## config.mk

```make
export PLATFORM = sky130hd
export DESIGN_NAME = beam_voice_scheduler
export DESIGN_NICKNAME = d
export VERILOG_FILES = /design/src/rtl/beam_voice_scheduler.sv
export SDC_FILE = /design/constraint.sdc
export NUM_CORES = 1
export LEC_CHECK = 0
export ABC_CLOCK_PERIOD_IN_PS = 3400
export BUFFER_PORTS_ARGS = -buffer_cell sky130_fd_sc_hd__buf_4
export CELL_PAD_IN_SITES_DETAIL_PLACEMENT = 0
export CELL_PAD_IN_SITES_GLOBAL_PLACEMENT = 1
export CORE_UTILIZATION = 30
export CTS_CLUSTER_DIAMETER = 100
export DETAILED_ROUTE_END_ITERATION = 6
export GPL_TIMING_DRIVEN = 1
export PLACE_DENSITY_LB_ADDON = 0.1
export SYNTH_ARGS = -nofsm -noshare
export SYNTH_HDL_FRONTEND = slang
export SYNTH_SLANG_ARGS = --single-unit
```

## constraint.sdc

```tcl
create_clock -name clk -period 3.4 [get_ports clk]
set_input_delay 0.17 -clock clk [delete_from_list [all_inputs] [get_ports clk]]
set_output_delay 0.17 -clock clk [all_outputs]
set_load 0.05 [all_outputs]
```

## src/rtl/beam_voice_scheduler.sv

```systemverilog
// beam_voice_scheduler: debounced laser-harp beams scanned round-robin onto a shared voice pool.
// Optional macro VOICE_STEAL_EN: when all voices are busy, steal the least-recently-assigned voice.
module beam_voice_scheduler #(
    parameter int NUM_BEAMS       = 8,
    parameter int NUM_VOICES      = 4,
    parameter int DEBOUNCE_CYCLES = 50000
) (
    input  logic                                   clk,
    input  logic                                   reset_n,
    input  logic                                   enable,
    input  logic [NUM_BEAMS-1:0]                   beam_light,
    input  logic                                   pedal,
    output logic [NUM_VOICES-1:0]                  voice_gate,
    output logic [NUM_VOICES*$clog2(NUM_BEAMS)-1:0] voice_beam,
    output logic [NUM_VOICES-1:0]                  voice_start,
    output logic                                   all_busy
);
    localparam int BW = $clog2(NUM_BEAMS);
    localparam int VW = $clog2(NUM_VOICES);
    localparam int CW = $clog2(DEBOUNCE_CYCLES + 1);

    typedef enum logic [1:0] {SCAN, ALLOC, STEAL, RELEASE} state_t;

    logic [NUM_BEAMS-1:0] ls1_q, ls2_q;
    logic                 ps1_q, ps2_q;
    state_t               state_q, state_d;
    logic [BW-1:0]        ptr_q, ptr_d;
    logic [NUM_BEAMS-1:0] deb_q, deb_d, play_q, play_d, blk_q, blk_d;
    logic [CW-1:0]        cnt_q [NUM_BEAMS], cnt_d [NUM_BEAMS];
    logic [VW-1:0]        owner_q [NUM_BEAMS], owner_d [NUM_BEAMS];
    logic [NUM_VOICES-1:0] gate_q, gate_d, start_q, start_d;
    logic [BW-1:0]        vbeam_q [NUM_VOICES], vbeam_d [NUM_VOICES];
    logic [VW-1:0]        rank_q [NUM_VOICES], rank_d [NUM_VOICES];
    logic                 busy_q, busy_d;
    logic                 asg_en;
    logic [VW-1:0]        asg_v, free_v;
`ifdef VOICE_STEAL_EN
    logic [VW-1:0]        victim_q, victim_d, vict;
`endif

    always_comb begin
        state_d = state_q;
        ptr_d   = ptr_q;
        deb_d   = deb_q;
        play_d  = play_q;
        blk_d   = blk_q;
        cnt_d   = cnt_q;
        owner_d = owner_q;
        gate_d  = gate_q;
        start_d = '0;
        vbeam_d = vbeam_q;
        rank_d  = rank_q;
        busy_d  = &gate_q;
        asg_en  = 1'b0;
        asg_v   = '0;
        free_v  = '0;
`ifdef VOICE_STEAL_EN
        victim_d = victim_q;
        vict     = '0;
        for (int v = 0; v < NUM_VOICES; v++)
            if (rank_q[v] == VW'(NUM_VOICES - 1)) vict = VW'(v);
`endif
        for (int b = 0; b < NUM_BEAMS; b++) begin
            if (~ls2_q[b] != deb_q[b]) begin
                if (cnt_q[b] == CW'(DEBOUNCE_CYCLES - 1)) begin
                    deb_d[b] = ~deb_q[b];
                    cnt_d[b] = '0;
                end else begin
                    cnt_d[b] = cnt_q[b] + 1'b1;
                end
            end else begin
                cnt_d[b] = '0;
            end
            // A stolen beam stays locked out until it is seen restored.
            if (!deb_q[b]) blk_d[b] = 1'b0;
        end
        for (int v = NUM_VOICES - 1; v >= 0; v--)
            if (!gate_q[v]) free_v = VW'(v);
        case (state_q)
            SCAN: begin
                if (enable) begin
                    if (deb_q[ptr_q] && !play_q[ptr_q] && !blk_q[ptr_q]) state_d = ALLOC;
                    else if (!deb_q[ptr_q] && play_q[ptr_q] && !ps2_q) state_d = RELEASE;
                    else ptr_d = ptr_q + 1'b1;
                end
            end
            ALLOC: begin
                if (!(&gate_q)) begin
                    asg_en = 1'b1;
                    asg_v  = free_v;
                end else begin
`ifdef VOICE_STEAL_EN
                    victim_d              = vict;
                    gate_d[vict]          = 1'b0;
                    play_d[vbeam_q[vict]] = 1'b0;
                    blk_d[vbeam_q[vict]]  = 1'b1;
                    state_d               = STEAL;
`else
                    ptr_d   = ptr_q + 1'b1;
                    state_d = SCAN;
`endif
                end
            end
`ifdef VOICE_STEAL_EN
            STEAL: begin
                asg_en = 1'b1;
                asg_v  = victim_q;
            end
`endif
            RELEASE: begin
                gate_d[owner_q[ptr_q]] = 1'b0;
                play_d[ptr_q]          = 1'b0;
                ptr_d                  = ptr_q + 1'b1;
                state_d                = SCAN;
            end
            default: state_d = SCAN;
        endcase
        if (asg_en) begin
            gate_d[asg_v]  = 1'b1;
            start_d[asg_v] = 1'b1;
            vbeam_d[asg_v] = ptr_q;
            play_d[ptr_q]  = 1'b1;
            owner_d[ptr_q] = asg_v;
            for (int v = 0; v < NUM_VOICES; v++)
                if (rank_q[v] < rank_q[asg_v]) rank_d[v] = rank_q[v] + 1'b1;
            rank_d[asg_v] = '0;
            ptr_d         = ptr_q + 1'b1;
            state_d       = SCAN;
        end
    end

    always_ff @(posedge clk or negedge reset_n) begin
        if (!reset_n) begin
            ls1_q   <= '1;
            ls2_q   <= '1;
            ps1_q   <= 1'b0;
            ps2_q   <= 1'b0;
            state_q <= SCAN;
            ptr_q   <= '0;
            deb_q   <= '0;
            play_q  <= '0;
            blk_q   <= '0;
            gate_q  <= '0;
            start_q <= '0;
            busy_q  <= 1'b0;
            for (int b = 0; b < NUM_BEAMS; b++) begin
                cnt_q[b]   <= '0;
                owner_q[b] <= '0;
            end
            for (int v = 0; v < NUM_VOICES; v++) begin
                vbeam_q[v] <= '0;
                rank_q[v]  <= VW'(v);
            end
`ifdef VOICE_STEAL_EN
            victim_q <= '0;
`endif
        end else begin
            ls1_q   <= beam_light;
            ls2_q   <= ls1_q;
            ps1_q   <= pedal;
            ps2_q   <= ps1_q;
            state_q <= state_d;
            ptr_q   <= ptr_d;
            deb_q   <= deb_d;
            play_q  <= play_d;
            blk_q   <= blk_d;
            gate_q  <= gate_d;
            start_q <= start_d;
            busy_q  <= busy_d;
            cnt_q   <= cnt_d;
            owner_q <= owner_d;
            vbeam_q <= vbeam_d;
            rank_q  <= rank_d;
`ifdef VOICE_STEAL_EN
            victim_q <= victim_d;
`endif
        end
    end

    for (genvar v = 0; v < NUM_VOICES; v++) begin : g_vb
        assign voice_beam[v*BW +: BW] = vbeam_q[v];
    end

    assign voice_gate  = gate_q;
    assign voice_start = start_q;
    assign all_busy    = busy_q;
endmodule

```

* Word-level counts from Yosys, hierarchy flattened
Memories as Yosys holds them, arrays and structs flattened.
Index checks and enable logic that the tools add are counted.
** Storage, ports and cells
- ROM bits :: 8
- Latch bits :: 0
- Memories :: 1
- Input bits :: 12
- RAM bits :: 0
- Register bits after elaboration :: 204
** Operators by class
- $add $sub $neg :: 9
- Reduce and logical (&&, ||, !) cells :: 26
- Equality and inequality tests :: 23
- Shift-type cells :: 0
- Div/mod/pow operators :: 0
- Mux-type cells :: 61
- $mul :: 0
- Bitwise gates (word level) :: 24
- Magnitude comparators :: 10
** Memories
- (no name shown) :: depth 8, bits a word 1, rd ports 1, clocked after Yosys merged registers in 0, wr ports 0, line 82 : if (deb_q[ptr_q] && !play_q[ptr_q] && !blk_q[ptr_q]) state_d = ALLOC;
** Operator list (number)
- two-way mux 16 bit :: 16
- adder 16 x 1 -> 16 bit (second input constant) :: 8
- equality test 16 bit (second input constant) :: 8
- two-way mux 2 bit :: 14
- two-way mux 3 bit :: 6
- bitwise mux 16 bit :: 1
- two-way mux 8 bit :: 2
- NOT 1 bit :: 16
- AND reduction 2 bit :: 8
- bitwise mux 12 bit :: 1
- two-way mux 4 bit :: 3
- != test 3 bit (second input constant) :: 4
- logical AND 1 bit :: 9
- one-hot mux 3 bit (3 select lines) :: 1
- AND 8 bit :: 1
- two-way mux 1 bit :: 8
- != test 1 bit :: 8
- NOT 8 bit :: 1
- OR 8 bit :: 1
- binary-select mux 1 bit (select 3 bit) :: 2
- binary-select mux 2 bit (select 3 bit) :: 1
- demux 2 bit (select 3 bit) :: 1
- demux 3 bit (select 2 bit) :: 1
- < comparator 2 x 3 -> 1 bit (second input constant) :: 2
- other kinds (25) :: 30

* Depth between registers and ports, before layout
Gate-level depths: netlist of the first run.
- Depth after elaboration :: 13
- Depth in mapped cells :: 7
- Gate-level depth less buffers :: 6

* Least setup slack after synthesis of the first run
No wires, ideal clock.
- Path kind :: register -> register
- Start :: register ptr_q[0]
- End :: register ptr_q[2]
- Required time :: 3261 ps
- Clock period less this slack :: 2413 ps
- Setup slack :: 987 ps
- Buffers on the path :: 1
- Data arrival time :: 2274 ps
- Stages on the path, launching flop included :: 7
- Library setup time :: 139 ps
- Cell sequence :: dfrtp_1 -> buf_6 -> mux4_1 -> mux2_2 -> or3_4 -> and3_1 -> or4_1
** Between the ends
- Cells in the longest elaborated chain, start to end :: 7
- Elaborated cells between the ends (all ways) :: 23
** Ends and longest elaborated chain
- start: declaration :: line 27 : logic [BW-1:0] ptr_q, ptr_d;
- start signal: assignment :: line 163 : ptr_q <= ptr_d;
- branches (longest 7 deep; another with adder 3 x 1 -> 3 bit)
Several ways; the timed one is not identified. The select of a mux whose other input is x is not followed.
A chain may end at the register's enable or synchronous reset.

* Worst setup path after layout of the first run
Same ends and word-level chain as after synthesis.

==> results.cfg, run 1 <==
[drt]
drt-total-wl_um = 19140
drc = 0
antenna_violating_nets_post_route = 0
drt_iter0_drc = 293
dr_total_vias = 6090
first_pass_iters = 4
vias_per_cell = 4.631
wl_per_cell_um = 14.56

[synthesis]
syn_area_per_cell_sq_um = 10.73
async_reset_ff_share_pct = 100.0
syn_area_sq_um = 9076
synth_cells = 846
synth_fp_nets = 867
synth_seq_area_share_pct = 56.47
yosysUniqueCellTypes = 42
yosys_warnings = 0
ys_ff_latch = 204
synth_edf_count = 0
ys_top_cells_by_area = dfrtp_1 52%, xnor2_1 7.3%, nor2_1 6.2%, dfstp_2 4.6%, xor2_1 4.3%
synth_top_area_share_pct = 51.83
synth_area_leader_cell = dfrtp_1
synth_flop_cell = dfrtp_1

[floorplanning]
ios = 33
die_h_um = 175.9
initial_core_util_pct = 30.54
dieArea_sq_um = 30950
fp-row-count = 63
die-width_um = 175.9
core_area_sq_um = 29720

[clock_network]
clockBufferDepth = 3
insertion_delay_ns = 0.52
cts_sinks = 204
cts_tree = done
cts_root_buf = clkbuf_16
cts_max_level = 1
numCtsBuffers = 26
ctsResizeCount = 0
path_clk_slew_ns = 0.06
post-cts-setup-buffers = 0

[global_routing]
grt_usage_pct = 13.11
grt_pass1_wl_um = 33120
grt_pass1_vias = 6558
overflow = 0
antenna_found_initial = 0
grt_max_degree = 87

[min_path]
hold_path_class = in -> async

[timing]
fin_crit_sh_pct = 72.72
tns_ns = 0
timing_worst_slew_pin_value_ns = 0.7752
fmax_ghz = 0.4044
drv_slew = 0
setup_viol = 0
fin_skew_ns = 0.01230
rsz0062_at_grt = false
relSlewSlack_pct = 47.86
fin_crit_ns = 2.473
hold_viol = 0

[setup_path]
start_kind = flip-flop
critPathTopFamily = simple AND/OR/NAND/NOR gates
arrival_ns = 2.85
crit_slowest_cell = mux4_1
cp_max_fo = 23
path_buf_inv = 1
critPathKind = reg -> reg
crit_chain = buf_4 -> mux4_1 -> mux2i_1 -> nand2_1 -> and3_1 -> or4_1
slowest_delay_ns = 0.59
end_kind = flip-flop
cp_data_required_time_ns = 3.78

[place]
place_congestion = 0.7525
io_buffers = 32
dp_hpwl_um = 12850
placed_area_sq_um = 9806

[finish]
area_growth_pct = 18.98
final_nets = 926
final_area_sq_um = 10800
antennaDiodeCount = 0
drive_above_1_share_pct = 13.84

[pwr]
power_density_nw_per_um2 = 531.7
vdd_drop_max_mv = 0.3458
p_leak_uw = 0.004787

[outcome]
outcome = complete, no violations

[flow_run]
maxCapViolCount = 0
through the flow:
step	instances	utilization, %	worst slack, ns	hold slack, ns	power (uW)
global placement	1256	33.00	0.9487	0.2791	3003
detailed placement	1256	33.00	0.9365	0.2797	3016
CTS	1315	36.34	0.9144	0.2716	5880
floorplan	846	-	0.9869	-0.1256	2835
global route	1315	36.34	0.7777	0.2873	6010
finish	1315	36.34	0.9275	0.2902	5741
area by class of cell:
cell class	instances	area, sq um
fill	2955	18920
inverter	20	75.07
clock buffer	43	805.8
tap	390	488.0
clock inverter	5	77.57
timing repair buffer	49	426.7
sequential	204	5125
multi-input combinational	604	3801
cells in the final DEF, fill, tap and decap left out, types with 3 or more instances in the layout:
cell type / instances
a31oi_1: 3
and2_1: 8
and3_1: 32
and4_1: 4
buf_4: 35
clkbuf_1: 9
clkbuf_16: 27
clkbuf_8: 8
dfrtp_1: 188
dfstp_2: 16
dlygate4sd3_1: 11
ha_1: 9
inv_1: 20
mux2_2: 30
mux2i_1: 4
mux4_1: 4
nand2_1: 59
nand2b_1: 6
nand3_1: 61
nand4_1: 20
nor2_1: 150
nor3_1: 35
nor4_1: 8
nor4b_1: 7
o21ai_0: 18
o31ai_1: 4
xnor2_1: 76
xor2_1: 45
worst paths after layout:
path	start	endpoint	slack, ns	depth (start not counted)
setup reg to reg	ptr_q[0]	ptr_q[2]	0.93	6
hold / removal	reset_n	cnt_q[62]	0.29	2
max in group asynchronous	reset_n	ls1_q[6]	2.26	3
setup / recovery	ptr_q[0]	ptr_q[2]	0.93	6
hold reg to reg	ls1_q[3]	ls2_q[3]	0.36	0
min in group clk	beam_light[1]	ls1_q[1]	0.30	2
repair_timing:
item / 4_1_cts / 5_1_grt
endpoints found under the hold margin: 91 / 0
endpoints found under the setup margin: 0 / 0
hold buffers: 11 / 0
synthesized netlist by cell type, drive strengths merged (17+ instances only):
cell    count
o21ai      19
nand3      61
nand4      20
nor2      150
mux2       30
inv        20
clkbuf     17
dfrtp     188
and3       32
xnor2      76
nand2      59
nor3       35
xor2       45
flip-flops by register name (all words and copies together) (netlist names), named ones only:
register,count
deb_q,8
voice_gate,4
play_q,4
ps2_q,1
ptr_q,3
owner_q,16
state_q,2
ls2_q,8
voice_beam,12
ps1_q,1
ls1_q,8
cnt_q,128
voice_start,4
all_busy,1
report_power, final:
| part | switching (uW) | internal, uW | leakage (uW) |
|---|---|---|---|
| registers | 36.6 | 2490 | 0.00276 |
| logic | 294 | 149 | 0.00159 |
| clock network | 1020 | 1760 | 0.000430 |
| total | 1350 | 4390 | 0.00479 |
kinds of logic after synthesis:
group / synth area share (%)
buffers and inverters: 1.654
flip-flops: 56.47
adder cells (fa/ha/maj): 1.241
AO/OA/AOI/OAI: 2.247
XOR/XNOR: 11.68
AND/OR/NAND/NOR: 20.90
multiplexers: 5.817
routing by layer:
layer,up-vias,wire length (um),part of all wire [%],track usage [%]
li1,2997,-,-,-
met5,-,0,0,0
met3,38,456,2.4,2.067
met2,54,9194,48,22.13
met1,3001,8973,47,17.13
met4,0,518,2.7,4.239
(Power assumes the default switching activity.)
==> inputs of run 2 (changes only) <==
--- a/config.mk
+++ b/config.mk
@@ -5,7 +5,7 @@
 export SDC_FILE = /design/constraint.sdc
 export NUM_CORES = 1
 export LEC_CHECK = 0
-export ABC_CLOCK_PERIOD_IN_PS = 3400
+export ABC_CLOCK_PERIOD_IN_PS = 2200
 export BUFFER_PORTS_ARGS = -buffer_cell sky130_fd_sc_hd__buf_4
 export CELL_PAD_IN_SITES_DETAIL_PLACEMENT = 0
 export CELL_PAD_IN_SITES_GLOBAL_PLACEMENT = 1
==> constraint.sdc (replaced) <==
create_clock -name clk -period 2.2 [get_ports clk]
set_input_delay 0.11 -clock clk [delete_from_list [all_inputs] [get_ports clk]]
set_output_delay 0.11 -clock clk [all_outputs]
set_load 0.05 [all_outputs]
==> run 2 against run 1 <==
The run now ends with setup timing left. Critical endpoint unchanged. Routed wire length is 1.6% lower. Clock power is 55% higher. Largest power group unchanged. Clock skew is 0.0045 ns lower. Sequential cell count stayed put. Worst hold slack worse by 0.24 ns.
==> results.cfg, run 2 (synthesis gave the netlist of run 1 again) <==
[outcome]
violations = setup timing
outcome = finished, violations left

[drt]
dr_total_vias = 6229
first_pass_iters = 4
wl_per_cell_um = 14.03
vias_per_cell = 4.642
antenna_violating_nets_post_route = 0
drc = 0
drt-total-wl_um = 18830
wl_met1_um = 8928
drt_iter0_drc = 247
dr_wl_met2_um = 8894
dr.max_layer_used = met4
wl_met3_um = 546

[clock_network]
cts_tree = done
cts_root_buf = clkbuf_16
clockBufferDepth = 3
numCtsBuffers = 26
insertion_delay_ns = 0.52
cts_sinks = 204
cts_max_level = 1
path_clk_slew_ns = 0.06

[flow_run]
maxCapViolCount = 0

[floorplanning]
die-width_um = 175.9
core_area_sq_um = 29720
fp-row-count = 63
dieArea_sq_um = 30950
initial_core_util_pct = 30.54
ios = 33
die_h_um = 175.9

[place]
io_buffers = 32
place_ws_ns = -0.2177
dp_hpwl_um = 12690
place_congestion = 0.7824

[global_routing]
grt_max_degree = 63
grt_pass1_vias = 6459
overflow = 0
grt_usage_pct = 12.73
antenna_found_initial = 0
grt_pass1_wl_um = 32490

[finish]
register_area_sq_um = 5126
fin_util_pct = 37.20
antennaDiodeCount = 0
multiInputGateArea_sq_um = 3830
largest_register_ffs = 128
final_common_cell = dfrtp_1
final_cell_mix = 187 x dfrtp_1, 150 x nor2_1, 76 x xnor2_1, 61 x nand3_1, 61 x buf_4
n_fill_cell = 2931
final_nets = 953
drive_above_1_share_pct = 17.65
area_growth_pct = 21.80
regMostFlops = cnt_q

[timing]
fmax_ghz = 0.4300
fin_crit_sh_pct = 105.7
fin_crit_ns = 2.326
drv_slew = 0
layout_setup_ws_ns = -0.1257
fin_skew_ns = 0.007816
hold_slack_ns = 0.05038
rsz0062_at_grt = true
relSlewSlack_pct = 54.03
setup_viol = 2
timing_worst_slew_pin_value_ns = 0.6832
hold_viol = 0

[pwr]
power_density_nw_per_um2 = 813.4
p_leak_uw = 0.004939
vdd_drop_max_mv = 0.5240

[setup_path]
slowest_delay_ns = 0.51
end_kind = flip-flop
cp_max_fo = 3
critPathKind = reg -> reg
rrSetupSlack_ns = -0.13
cp_data_required_time_ns = 2.59
start_kind = flip-flop
arrival_ns = 2.71
crit_slowest_cell = mux4_2
crit_chain = mux4_2 -> mux2_4 -> or3_4 -> and3_4 -> or4_4

[min_path]
hold_path_class = in -> async
run 2: cell count changes in the layout (fill, tap and decap cells not counted), moves of 3 or more:
cell,change
clkinv_2,+3
clkbuf_1,-6
buf_4,+26
clkbuf_8,+4
run 2: layout make-up:
cell class	instances	area share (%)
clock buffers	41	7.583
clock inverters	7	0.5772
inverters	20	0.6791
multi-input cells	604	34.65
flip-flops and latches	204	46.37
well taps	390	4.414
repair buffers	76	5.727
run 2: what timing repair did:
action,in CTS,in global routing
hold endpoints to repair,202,0
setup endpoints to repair,2,4
setup buffers,1,3
resized for setup,2,6
hold buffers,11,0
cloned,0,0
pin swaps,3,2
run 2: path summary, 6_finish.rpt:
kind / cells past startpoint / to / startpoint
max reg2reg: 5 / ptr_q[2] / ptr_q[0]
min reg2reg: 0 / ls2_q[4] / ls1_q[4]
max in group asynchronous: 3 / ls2_q[4] / reset_n
min: 2 / cnt_q[93] / reset_n
max: 5 / ptr_q[2] / ptr_q[0]
min in group clk: 2 / ls1_q[4] / beam_light[4]
run 2: metrics by stage:
step | cell area [sq um] | TNS [ns] | power [uW] | instances
4_1_cts | 11000 | -0.3741 | 9127 | 1339
5_1_grt | 11050 | -0.4024 | 9403 | 1342
3_3_place_gp | 9975 | -0.2744 | 4682 | 1279
6_report | 11050 | -0.2225 | 8991 | 1342
2_1_floorplan | 9072 | -0.2840 | 4387 | 846
3_5_place_dp | 9975 | -0.3187 | 4694 | 1279
run 2: routing by layer:
layer	GRT usage (%)	up-vias
met5	0	-
met4	4.022	0
met3	2.153	34
met2	20.73	63
met1	17.22	3082
li1	-	3050
run 2: worst max-delay path: cells and delay by family (launching register included):
family / cells / cell delay [ns]
muxes: 2 / 0.80
DFF: 1 / 0.40
and+or+nand+nor: 3 / 1.01
run 2: report_power, final:
part	leakage, uW	internal, uW	total (uW)	switching [uW]
sequential	0.00276	3850	3920	66.2
combinational	0.00172	314	774	460
clock	0.000453	2720	4300	1590
==> inputs of run 3 (changes only) <==
--- a/config.mk
+++ b/config.mk
@@ -10,6 +10,7 @@
 export CELL_PAD_IN_SITES_DETAIL_PLACEMENT = 0
 export CELL_PAD_IN_SITES_GLOBAL_PLACEMENT = 1
 export CORE_UTILIZATION = 30
+export CTS_BUF_LIST = sky130_fd_sc_hd__clkbuf_16
 export CTS_CLUSTER_DIAMETER = 100
 export DETAILED_ROUTE_END_ITERATION = 6
 export GPL_TIMING_DRIVEN = 1
==> run 3 against run 2 <==
The flow still finishes with violations (setup timing). Critical path type unchanged. Clock-buffer cell count shrank 14. Highest routed layer unchanged. Fmax is essentially flat. First-iteration DRC count shrank 2.0%. Non-clock buffer count is the same. Critical path depth is the same.
==> results.cfg, run 3 (synthesis gave the netlist of run 1 again) <==
[outcome]
outcome = finished, violations left
violations = setup timing

[setup_path]
r2r-end = ptr_q[2]
crit_chain = mux4_2 -> mux2_4 -> or3_4 -> and3_4 -> or4_4
cp_data_required_time_ns = 2.58
r2r_start = ptr_q[0]
slowest_delay_ns = 0.51
arrival_ns = 2.71
critPathKind = reg -> reg
start_kind = flip-flop
cp_max_fo = 3
crit_path_start = ptr_q[0]
rrSetupSlack_ns = -0.13
critPathTopFamily = simple AND/OR/NAND/NOR gates
reg2reg_depth = 5
crit_slowest_cell = mux4_2
path_buf_inv = 0
end_kind = flip-flop

[finish]
drive_above_1_share_pct = 16.49
area_growth_pct = 20.58
final_cells = 1342
n_fill_cell = 2939
final_area_sq_um = 10940
largest_register_ffs = 128
regMostFlops = cnt_q
final_common_cell = dfrtp_1
antennaDiodeCount = 0
multiInputGateArea_sq_um = 3830
final_nets = 953
register_area_sq_um = 5126
final_cell_mix = 187 x dfrtp_1, 150 x nor2_1, 76 x xnor2_1, 61 x nand3_1, 61 x buf_4

[clock_network]
path_clk_slew_ns = 0.06
cts_sinks = 204
numCtsBuffers = 26
clockBufferDepth = 3
cts_tree = done
cts_max_level = 1
insertion_delay_ns = 0.52
cts_root_buf = clkbuf_16

[floorplanning]
core_area_sq_um = 29720
die-width_um = 175.9
ios = 33
dieArea_sq_um = 30950
initial_core_util_pct = 30.54
fp-row-count = 63
die_h_um = 175.9

[timing]
fin_skew_ns = 0.01058
fmax_ghz = 0.4298
layout_setup_ws_ns = -0.1266
fin_crit_sh_pct = 105.8
hold_slack_ns = 0.05081
setup_viol = 2
fin_crit_ns = 2.327
relSlewSlack_pct = 54.03
timing_worst_slew_pin_value_ns = 0.6832
rsz0062_at_grt = true
hold_viol = 0
drv_slew = 0

[global_routing]
grt_max_degree = 63
grt_usage_pct = 12.78
grt_pass1_vias = 6461
antenna_found_initial = 0
grt_pass1_wl_um = 32590
overflow = 0

[pwr]
pwr-share-clk_pct = 45.4
vdd_drop_max_mv = 0.5355
intPower_uw = 6478
pwr-share-seq_pct = 45.6
p_sw_uw = 2106
power_density_nw_per_um2 = 784.3
p_comb_share_pct = 9.0
p_leak_uw = 0.004890
swShare_pct = 24.53
p_total_uw = 8583

[place]
placed_cells = 1279
io_buffers = 32
placed_area_sq_um = 9975
place_ws_ns = -0.2177
dp_hpwl_um = 12690
place_congestion = 0.7824

[drt]
drc = 0
dr_total_vias = 6262
antenna_violating_nets_post_route = 0
drt_iter0_drc = 242
vias_per_cell = 4.666
wl_per_cell_um = 14.05
drt-total-wl_um = 18860
first_pass_iters = 4

[min_path]
hold_path_class = in -> async

[flow_run]
maxCapViolCount = 0
## run 3: changes by cell type in the layout (fill, tap and decap cells not counted), sizes merged
| cell | delta |
|---|---|
| clkbuf | -14 |
| clkinv | +11 |
| inv | +3 |
## run 3: how the worst max path moves through the flow
stage	to	cells after the start
finish	ptr_q[2]	5
floorplan	ptr_q[2]	6
global placement	ptr_q[2]	5
CTS	ptr_q[2]	5
global route	ptr_q[2]	5
detailed placement	ptr_q[2]	5
## run 3: per-layer routing
metal | part of all wire [%] | vias to the layer above | GRT usage [%]
li1 | - | 3052 | -
met1 | 47 | 3097 | 17.20
met2 | 47 | 76 | 20.85
met3 | 3.1 | 37 | 2.153
met4 | 2.5 | 0 | 4.239
met5 | 0 | - | 0
## run 3: power by group through the flow
stage	registers, uW	clock network, uW	logic, uW
CTS	3910	4060	747
detailed placement	3980	0	717
global placement	3970	0	707
finish	3920	3900	773
global route	3920	4220	861
floorplan	3950	0	437
## run 3: final cells by class
cell class / count / share of cell area [%]
multi-input combinational: 604 / 34.99
clock buffer: 27 / 6.174
clock inverter: 21 / 1.063
timing repair buffer: 76 / 5.785
inverter: 20 / 0.6860
tap: 390 / 4.459
sequential: 204 / 46.84
## run 3: stage by stage
stage / utilization (%) / setup TNS [ns]
detailed placement: 33.56 / -0.3187
global placement: 33.56 / -0.2744
floorplan: - / -0.2840
global route: 36.83 / -0.4041
finish: 36.83 / -0.2242
CTS: 36.66 / -0.3760
## run 3: what timing repair did
item / in CTS / in global routing
buffers inserted: 1 / 3
hold buffers: 11 / 0
pin swaps: 3 / 2
gates resized for setup: 2 / 6
endpoints found under the setup margin: 2 / 4
hold endpoints to repair: 202 / 0
